### src/rtl/sap_pkg.sv
// Shared types and constants for the SAP-class datapath blocks.
// The divider FSM states live here so the ALU side and the co-unit agree on them.
package sap_pkg;

    localparam int SAP_WIDTH = 4;

    typedef enum logic [1:0] {
        IDLE = 2'd0,
        RUN  = 2'd1,
        DONE = 2'd2
    } div_state_t;

endpackage

### src/rtl/sub_bh.sv
// Combinational N-bit subtractor with borrow-in, shaped like the SAP adder.
// Computes a - b - bin; borrow is set when the true result is negative.
module sub_bh #(
    parameter int N = 5
) (
    input  logic [N-1:0] a,
    input  logic [N-1:0] b,
    input  logic         bin,
    output logic [N-1:0] diff,
    output logic         borrow
);

    logic [N:0] full;

    // The extra top bit of the widened difference is the borrow-out.
    assign full   = {1'b0, a} - {1'b0, b} - {{N{1'b0}}, bin};
    assign diff   = full[N-1:0];
    assign borrow = full[N];

endmodule

### src/rtl/seq_div_bh.sv
// Multicycle unsigned restoring divider: one quotient bit per clock.
// A zero divisor short-circuits straight to DONE with all-ones quotient.
module seq_div_bh
    import sap_pkg::*;
#(
    parameter int WIDTH = SAP_WIDTH
) (
    input  logic             clk,
    input  logic             clr_n,
    input  logic             start,
    input  logic [WIDTH-1:0] dividend,
    input  logic [WIDTH-1:0] divisor,
    output logic             busy,
    output logic             done,
    output logic [WIDTH-1:0] quotient,
    output logic [WIDTH-1:0] remainder,
    output logic             div_zero
);

    localparam int CNT_W = $clog2(WIDTH);

    div_state_t       state, state_nxt;
    logic [WIDTH-1:0] dvs;
    logic [WIDTH-1:0] q_sh;
    logic [WIDTH:0]   pr;
    logic [CNT_W-1:0] cnt;

    logic             accept;
    logic             last_step;
    logic [WIDTH:0]   pr_shift;
    logic [WIDTH:0]   trial;
    logic             borrow;
    logic [WIDTH:0]   pr_step;
    logic [WIDTH-1:0] q_step;
    logic             unused_pr_msb;

    assign accept    = start && (state == IDLE || state == DONE);
    assign last_step = (state == RUN) && (cnt == '0);
    assign busy      = (state == RUN);
    assign done      = (state == DONE);

    // Bring the next dividend bit into the partial remainder, then try the subtract.
    assign pr_shift = {pr[WIDTH-1:0], q_sh[WIDTH-1]};

    sub_bh #(.N(WIDTH + 1)) u_sub (
        .a      (pr_shift),
        .b      ({1'b0, dvs}),
        .bin    (1'b0),
        .diff   (trial),
        .borrow (borrow)
    );

    assign pr_step = borrow ? pr_shift : trial;
    assign q_step  = {q_sh[WIDTH-2:0], ~borrow};

    // The restored remainder is always below the divisor, so the top PR bit stays zero.
    assign unused_pr_msb = pr[WIDTH];

    // NOTE: sequential state uses non-blocking assignments so every flop samples pre-edge values.
    always_ff @(posedge clk or negedge clr_n) begin
        if (!clr_n) state <= IDLE;
        else        state <= state_nxt;
    end

    // NOTE: defaults first so every path assigns state_nxt and no latch is inferred.
    always_comb begin
        state_nxt = state;
        unique case (state)
            IDLE, DONE: begin
                if (accept)              state_nxt = (divisor == '0) ? DONE : RUN;
                else if (state == DONE)  state_nxt = IDLE;
            end
            RUN: begin
                if (cnt == '0) state_nxt = DONE;
            end
            default: state_nxt = IDLE;
        endcase
    end

    always_ff @(posedge clk or negedge clr_n) begin
        if (!clr_n) begin
            dvs       <= '0;
            q_sh      <= '0;
            pr        <= '0;
            cnt       <= '0;
            quotient  <= '0;
            remainder <= '0;
            div_zero  <= 1'b0;
        end else if (accept) begin
            dvs  <= divisor;
            q_sh <= dividend;
            pr   <= '0;
            cnt  <= CNT_W'(WIDTH - 1);
            if (divisor == '0) begin
                quotient  <= '1;
                remainder <= dividend;
                div_zero  <= 1'b1;
            end
        end else if (state == RUN) begin
            pr   <= pr_step;
            q_sh <= q_step;
            cnt  <= cnt - CNT_W'(1);
            if (last_step) begin
                quotient  <= q_step;
                remainder <= pr_step[WIDTH-1:0];
                div_zero  <= 1'b0;
            end
        end
    end

endmodule

### config.mk
export PLATFORM = sky130hd
export DESIGN_NAME = seq_div_bh
export DESIGN_NICKNAME = d
export VERILOG_FILES = /design/src/rtl/sap_pkg.sv /design/src/rtl/sub_bh.sv /design/src/rtl/seq_div_bh.sv
export SDC_FILE = /design/constraint.sdc
export NUM_CORES = 1
export LEC_CHECK = 0
export ABC_AREA = 1
export BUFFER_PORTS_ARGS = -buffer_cell sky130_fd_sc_hd__buf_2
export CORE_MARGIN = 2
export CORE_UTILIZATION = 55
export CTS_CLUSTER_DIAMETER = 80
export DETAILED_ROUTE_END_ITERATION = 16
export GPL_ROUTABILITY_DRIVEN = 0
export HOLD_SLACK_MARGIN = 0.08
export PLACE_DENSITY = 0.89
export SLEW_MARGIN = 20
export SYNTH_ARGS = -nofsm -noshare
export SYNTH_HDL_FRONTEND = slang
export SYNTH_HIERARCHICAL = 1
export SYNTH_SLANG_ARGS = --single-unit
export TNS_END_PERCENT = 20
### constraint.sdc
create_clock -name clk -period 2.4 [get_ports clk]
set_clock_uncertainty 0.15 [all_clocks]
set_input_delay 0.36 -clock clk [delete_from_list [all_inputs] [get_ports clk]]
set_output_delay 0.36 -clock clk [all_outputs]
set_load 0.1 [all_outputs]
==> results of run 1 <==
## layout make-up
type | count | area share, %
clock buffers | 3 | 1.42
clock inverters | 1 | 0.472
well taps | 30 | 2.36
repair buffers | 24 | 8.18
inverters | 27 | 6.53
multi-input cells | 124 | 41.7
flip-flops and latches | 25 | 39.3
## sequential cells by signal, summed over array words and instances, names as in the netlist
signal and cells:
dvs 4, div_zero 1, quotient 4, cnt 2, pr 4, state 2
q_sh 4, remainder 4
## critical path: cells and delay by family (launching register included)
family,cells,cell delay (ps)
and+or+nand+nor,11,760
buffers and inverters,1,70
DFF,1,440
adders and majority gates,2,700
## placed cells by master, fill, tap and decap left out
master and n:
inv_2 4, clkinvlp_4 1, buf_2 21, o21ai_2 3
clkbuf_4 3, fa_2 1, nand3_1 13, buf_4 2
a21oi_1 3, nand4_1 1, xnor2_1 2, nand2_4 2
conb_1 2, inv_1 22, o211ai_1 1, nand2_1 69
dfrtp_1 25, inv_4 1, o21ai_1 2, dlygate4sd3_1 1
o21ai_0 3, nor2_1 6, nand2_2 4, a22oi_2 1
ha_1 7, nand3_2 1, nor2_2 2, fa_1 1
## metrics by stage
stage          setup WS [ps]  util, %  std cells
2_1_floorplan            199        -        180
3_3_place_gp             151     62.7        228
3_5_place_dp            67.6     62.7        228
4_1_cts                 43.0     64.3        233
5_1_grt                 6.05     64.8        234
6_report                 171     64.8        234
## per-layer routing
| metal | vias up | wire length [um] | GRT usage [%] |
|---|---|---|---|
| met5 | - | 0 | 0 |
| li1 | 597 | - | - |
| met2 | 19 | 1300 | 34.1 |
| met1 | 549 | 1290 | 29.1 |
| met4 | 0 | 17 | 5.42 |
| met3 | 2 | 77 | 3.28 |
## what timing repair did
| item | CTS | global route |
|---|---|---|
| resized for setup | 0 | 3 |
| setup buffers | 0 | 1 |
| hold endpoints to repair | 25 | 0 |
| hold buffers | 1 | 0 |
| endpoints found under the setup margin | 0 | 8 |
## path summary, 6_finish.rpt
kind,to,slack (ps),cells past startpoint
max,remainder[0],170,14
min,dvs[2],100,3
max reg2reg,remainder[0],170,14
min reg2reg,dvs[3],350,2
max in group asynchronous,q_sh[3],1340,2
min in group asynchronous,remainder[3],400,2
==> metrics.md, run 1 <==
| Metric | Value |
|---|---|
| Die Area | `0.00299 mm^2` |
| Vias in the first global route | `1,007` |
| Most used cell, CP | `nand2_1` |
| Nets@finish | `225` |
| DR vias | `1,167` |
| Min-delay src | `divisor[2]` |
| Routed Wire Length | `2.69 mm` |
| Antenna violations before repair | `0` |
| Remaining Overflow, GRT | `0` |
| Startpoint types | `flop` |
| Total CTS buffers | `3` |
| Core area | `0.00245 mm^2` |
| Register area | `626 um^2` |
| Data required, critical path | `2470 ps` |
| DPL Wire Length | `2.05 mm` |
| R2r startpoint | `q_sh[3]` |
| CP max FO | `6` |
| DRT iter0 DRCs | `21` |
| Mapped Area | `0.00141 mm^2` |
| Num Clock Sinks | `25` |
| I/O pins | `22` |
| All-Layer GR Usage | `21.0%` |
| Hold Path Class | `in2reg` |
| Hold slack | `103 ps` |
| Final hold violations | `0` |
| Port Buffer Count | `21` |
| Post-DR vias/cell | `4.99` |
| Slew Limit Headroom | `63.0%` |
| Setup_tns | `0 ps` |
| FILL cells | `219` |
| Endpoints failing setup | `0` |
| Period minus WS final | `2230 ps` |
| Post-Place Cell Area | `0.00154 mm^2` |
| Clock Path Buffers | `2` |
| Layout cells sized above 1 | `22.5%` |
| CP startpoint | `q_sh[3]` |
| FP Rows | `18` |
| Post-Synthesis Cells | `179` |
| Final period utilization | `92.9%` |
| Initial Util | `57.5%` |
| Area occupied by multi-input gates | `664 um^2` |
| CTS tree | `done` |
| Clock transition at path regs | `140 ps` |
| Chip height | `54.7 um` |
| Critical path's largest stage delay | `440 ps` |
| RSZ-0062 raised after global routing | `false` |
| Worst Tran Pin Value | `555 ps` |
| Number of remaining DRC errors | `0` |
| Fin area | `0.00159 mm^2` |
| Max Cap Violations | `0` |
| WL/cell | `11.5 um` |
| Die Width | `54.7 um` |
| Mean Syn Cell Area | `7.89 um^2` |
| Slew Limit Fails | `0` |
| Worst EP arrival | `2300 ps` |
| Area grow syn2layout | `12.7%` |
| CP cell instances | `fa_2 > ha_1 > nand2_1 > nor2_2 > nand2_1 > nand4_1 > nand2_2 > inv_2 > nand2_1 > nand2_1 > nand2_1 > nand2_1 > nand2_1 > nand2_1` |
| ANT nets after route | `0` |
| Status | `finished clean` |
| Antenna Cells | `0` |
| Crit. End Element | `flop` |
| Pin count of the biggest net entering global routing | `26` |
| H-tree Lvls | `1` |
| Synth warn | `6` |
| Clk root buf | `clkbuf_4` |
| CP max stage cell | `dfrtp_1` |
| F_max | `449 MHz` |
| Worst Path Class, Setup | `reg2reg` |
| Global-route wire length before repair | `4.44 mm` |
| Worst-Skew Late Latency | `310 ps` |
| DRT Pass-1 Iters | `4` |
Power of run 1 is left out: the tool's default activity adds up to more than one toggle a clock period on the data nets, which glitch-free logic cannot reach.
==> run 2: changes to the inputs <==
--- a/config.mk
+++ b/config.mk
@@ -12,7 +12,7 @@
 export CTS_CLUSTER_DIAMETER = 80
 export DETAILED_ROUTE_END_ITERATION = 16
 export GPL_ROUTABILITY_DRIVEN = 0
-export HOLD_SLACK_MARGIN = 0.08
+export HOLD_SLACK_MARGIN = 0.12
 export PLACE_DENSITY = 0.89
 export SLEW_MARGIN = 20
 export SYNTH_ARGS = -nofsm -noshare
==> run 2 against run 1 <==
Compared with the run above:
- core utilization is 1.6 points higher
- hold slack better by 28 ps
- cell count grew 1.7%
- register-to-register slack is essentially flat
- routed wire length increased by 0.60%
- count of clock-buffer cells in the layout is the same
- sequential cell count unchanged
- critical path type unchanged
==> metrics.md, run 2 (same netlist as run 1, synthesis figures left out) <==
| Metric | Value |
|---|---|
| Status | `finished clean (unchanged)` |
| RR Endpoint | `remainder[0] (unchanged)` |
| Uppermost routed layer | `met4 (unchanged)` |
| Antenna Cells | `0 (unchanged)` |
| Data required, critical path | `2470 ps (about the same)` |
| Post-Place Cell Area | `0.00154 mm^2 (unchanged)` |
| Number of remaining DRC errors | `0 (unchanged)` |
| Most used cell, CP | `nand2_1 (unchanged)` |
| Slew Limit Headroom | `63.0% (about the same)` |
| Met2 Wirelength | `1.31 mm (was 1.30 mm)` |
| R2r startpoint | `q_sh[3] (unchanged)` |
| Num Clock Sinks | `25 (unchanged)` |
| Worst EP arrival | `2300 ps (about the same)` |
| DR vias | `1,180 (was 1,167)` |
| Pin count of the biggest net entering global routing | `26 (unchanged)` |
| Endpoints failing setup | `0 (unchanged)` |
| Clk root buf | `clkbuf_4 (unchanged)` |
| FP Rows | `18 (unchanged)` |
| Min-delay src | `dividend[0] (was divisor[2])` |
| Core area | `0.00245 mm^2 (unchanged)` |
| Fin area | `0.00163 mm^2 (was 0.00159 mm^2)` |
| Period minus WS final | `2230 ps (about the same)` |
| ANT nets after route | `0 (unchanged)` |
| Port Buffer Count | `21 (unchanged)` |
| Worst Hold End | `q_sh[0] (was dvs[2])` |
| Slew Limit Fails | `0 (unchanged)` |
| CP max FO | `6 (unchanged)` |
| CP delay by family, top | `simple AND/OR/NAND/NOR gates (unchanged)` |
| Buf/Inv on CP | `1 (unchanged)` |
| Clock transition at path regs | `140 ps (about the same)` |
| Clock Path Buffers | `2 (unchanged)` |
| Crit. End Element | `flop (unchanged)` |
| FILL cells | `211 (was 219)` |
| CTS tree | `done (unchanged)` |
| Die Width | `54.7 um (unchanged)` |
| CP max stage cell | `dfrtp_1 (unchanged)` |
| Final period utilization | `92.9% (about the same)` |
| Hold Path Class | `in2reg (unchanged)` |
| Post-DR vias/cell | `4.96 (was 4.99)` |
| I/O pins | `22 (unchanged)` |
| Global-route wire length before repair | `4.49 mm (was 4.44 mm)` |
| RSZ-0062 raised after global routing | `false (unchanged)` |
| DRT iter0 DRCs | `21 (unchanged)` |
| Initial Util | `57.5% (unchanged)` |
| DRT Pass-1 Iters | `4 (unchanged)` |
| Worst Path Class, Setup | `reg2reg (unchanged)` |
| Final hold violations | `0 (unchanged)` |
| H-tree Lvls | `1 (unchanged)` |
| All-Layer GR Usage | `21.2% (was 21.0%)` |
| Max Cap Violations | `0 (unchanged)` |
| Routed Wire Length | `2.70 mm (was 2.69 mm)` |
| Chip height | `54.7 um (unchanged)` |
| Vias in the first global route | `1,020 (was 1,007)` |
| Hold Path Cell Cnt | `3 (unchanged)` |
| Layout cells sized above 1 | `22.1% (was 22.5%)` |
| Critical path's largest stage delay | `440 ps (about the same)` |
| Commonest non-fill, non-tap cell in the layout | `nand2_1 (unchanged)` |
| Worst reg-to-reg setup slack | `170 ps (about the same)` |
| WL/cell | `11.3 um (was 11.5 um)` |
| M1 WL | `1.30 mm (was 1.29 mm)` |
| Met3 WL post-DR | `77 um (unchanged)` |
| CP cell instances | `fa_2 > ha_1 > nand2_1 > nor2_2 > nand2_1 > nand4_1 > nand2_2 > inv_2 > nand2_1 > nand2_1 > nand2_1 > nand2_1 > nand2_1 > nand2_1 (unchanged)` |
| Setup_tns | `0 ps (unchanged)` |
| Worst-Skew Late Latency | `310 ps (about the same)` |
| Nets@finish | `229 (was 225)` |
| Antenna violations before repair | `0 (unchanged)` |
| Startpoint types | `flop (unchanged)` |
| Die Area | `0.00299 mm^2 (unchanged)` |
| Reg2Reg Depth | `14 (unchanged)` |
| Most frequent cells in the layout | `nand2_1 (69), dfrtp_1 (25), inv_1 (22) (unchanged)` |
| F_max | `449 MHz (about the same)` |
| Area grow syn2layout | `15.5% (was 12.7%)` |
| Total CTS buffers | `3 (unchanged)` |
| DPL Wire Length | `2.05 mm (unchanged)` |
| Worst Tran Pin Value | `555 ps (about the same)` |
| Remaining Overflow, GRT | `0 (unchanged)` |
## run 2: cell types whose count changed in the layout (fill, tap and decap cells not counted), sizes merged
cell / change
dlygate4sd3: +4
## run 2: worst max-delay path by stage
stage,start,to,depth (start not counted)
6_report,q_sh[3],remainder[0],14
5_1_grt,q_sh[3],remainder[2],14
4_1_cts,q_sh[3],remainder[0],14
3_5_place_dp,q_sh[3],remainder[0],14
3_3_place_gp,q_sh[3],remainder[0],14
2_1_floorplan,state[0],done,1
## run 2: routing by layer
| layer | global-route usage, % | vias to the layer above |
|---|---|---|
| met5 | 0 | - |
| met4 | 5.42 | 0 |
| met3 | 3.28 | 2 |
| met2 | 34.5 | 19 |
| met1 | 29.4 | 554 |
| li1 | - | 605 |
## run 2: tightest hold or removal path: stages
cell     delay (ps)
buf_2            80
nand2_1          60
nand3_1          70
## run 2: final cells by class
type	instances	area (um^2)	share of cell area, %
Clock inverter	1	7.51	0.460
Tap cell	30	37.5	2.30
Inverter	27	104	6.37
Multi-Input combinational cell	124	664	40.7
Sequential cell	25	626	38.3
Timing Repair Buffer	28	170	10.4
Clock buffer	3	22.5	1.38
## run 2: through the flow
stage | hold WS (ps) | setup slack (ps) | util [%] | instances
2_1_floorplan | -85.6 | 199 | - | 180
3_3_place_gp | 226 | 151 | 62.7 | 228
3_5_place_dp | 235 | 67.6 | 62.7 | 228
4_1_cts | 131 | 43.0 | 66.0 | 237
5_1_grt | 146 | 6.05 | 66.5 | 238
6_report | 131 | 171 | 66.5 | 238
## run 2: timing repair
action,CTS,global route
gates resized for setup,0,3
endpoints found under the hold margin,29,0
hold buffers,5,0
setup buffers,0,1
endpoints found under the setup margin,0,8
Power of run 2 is left out for the same reason.
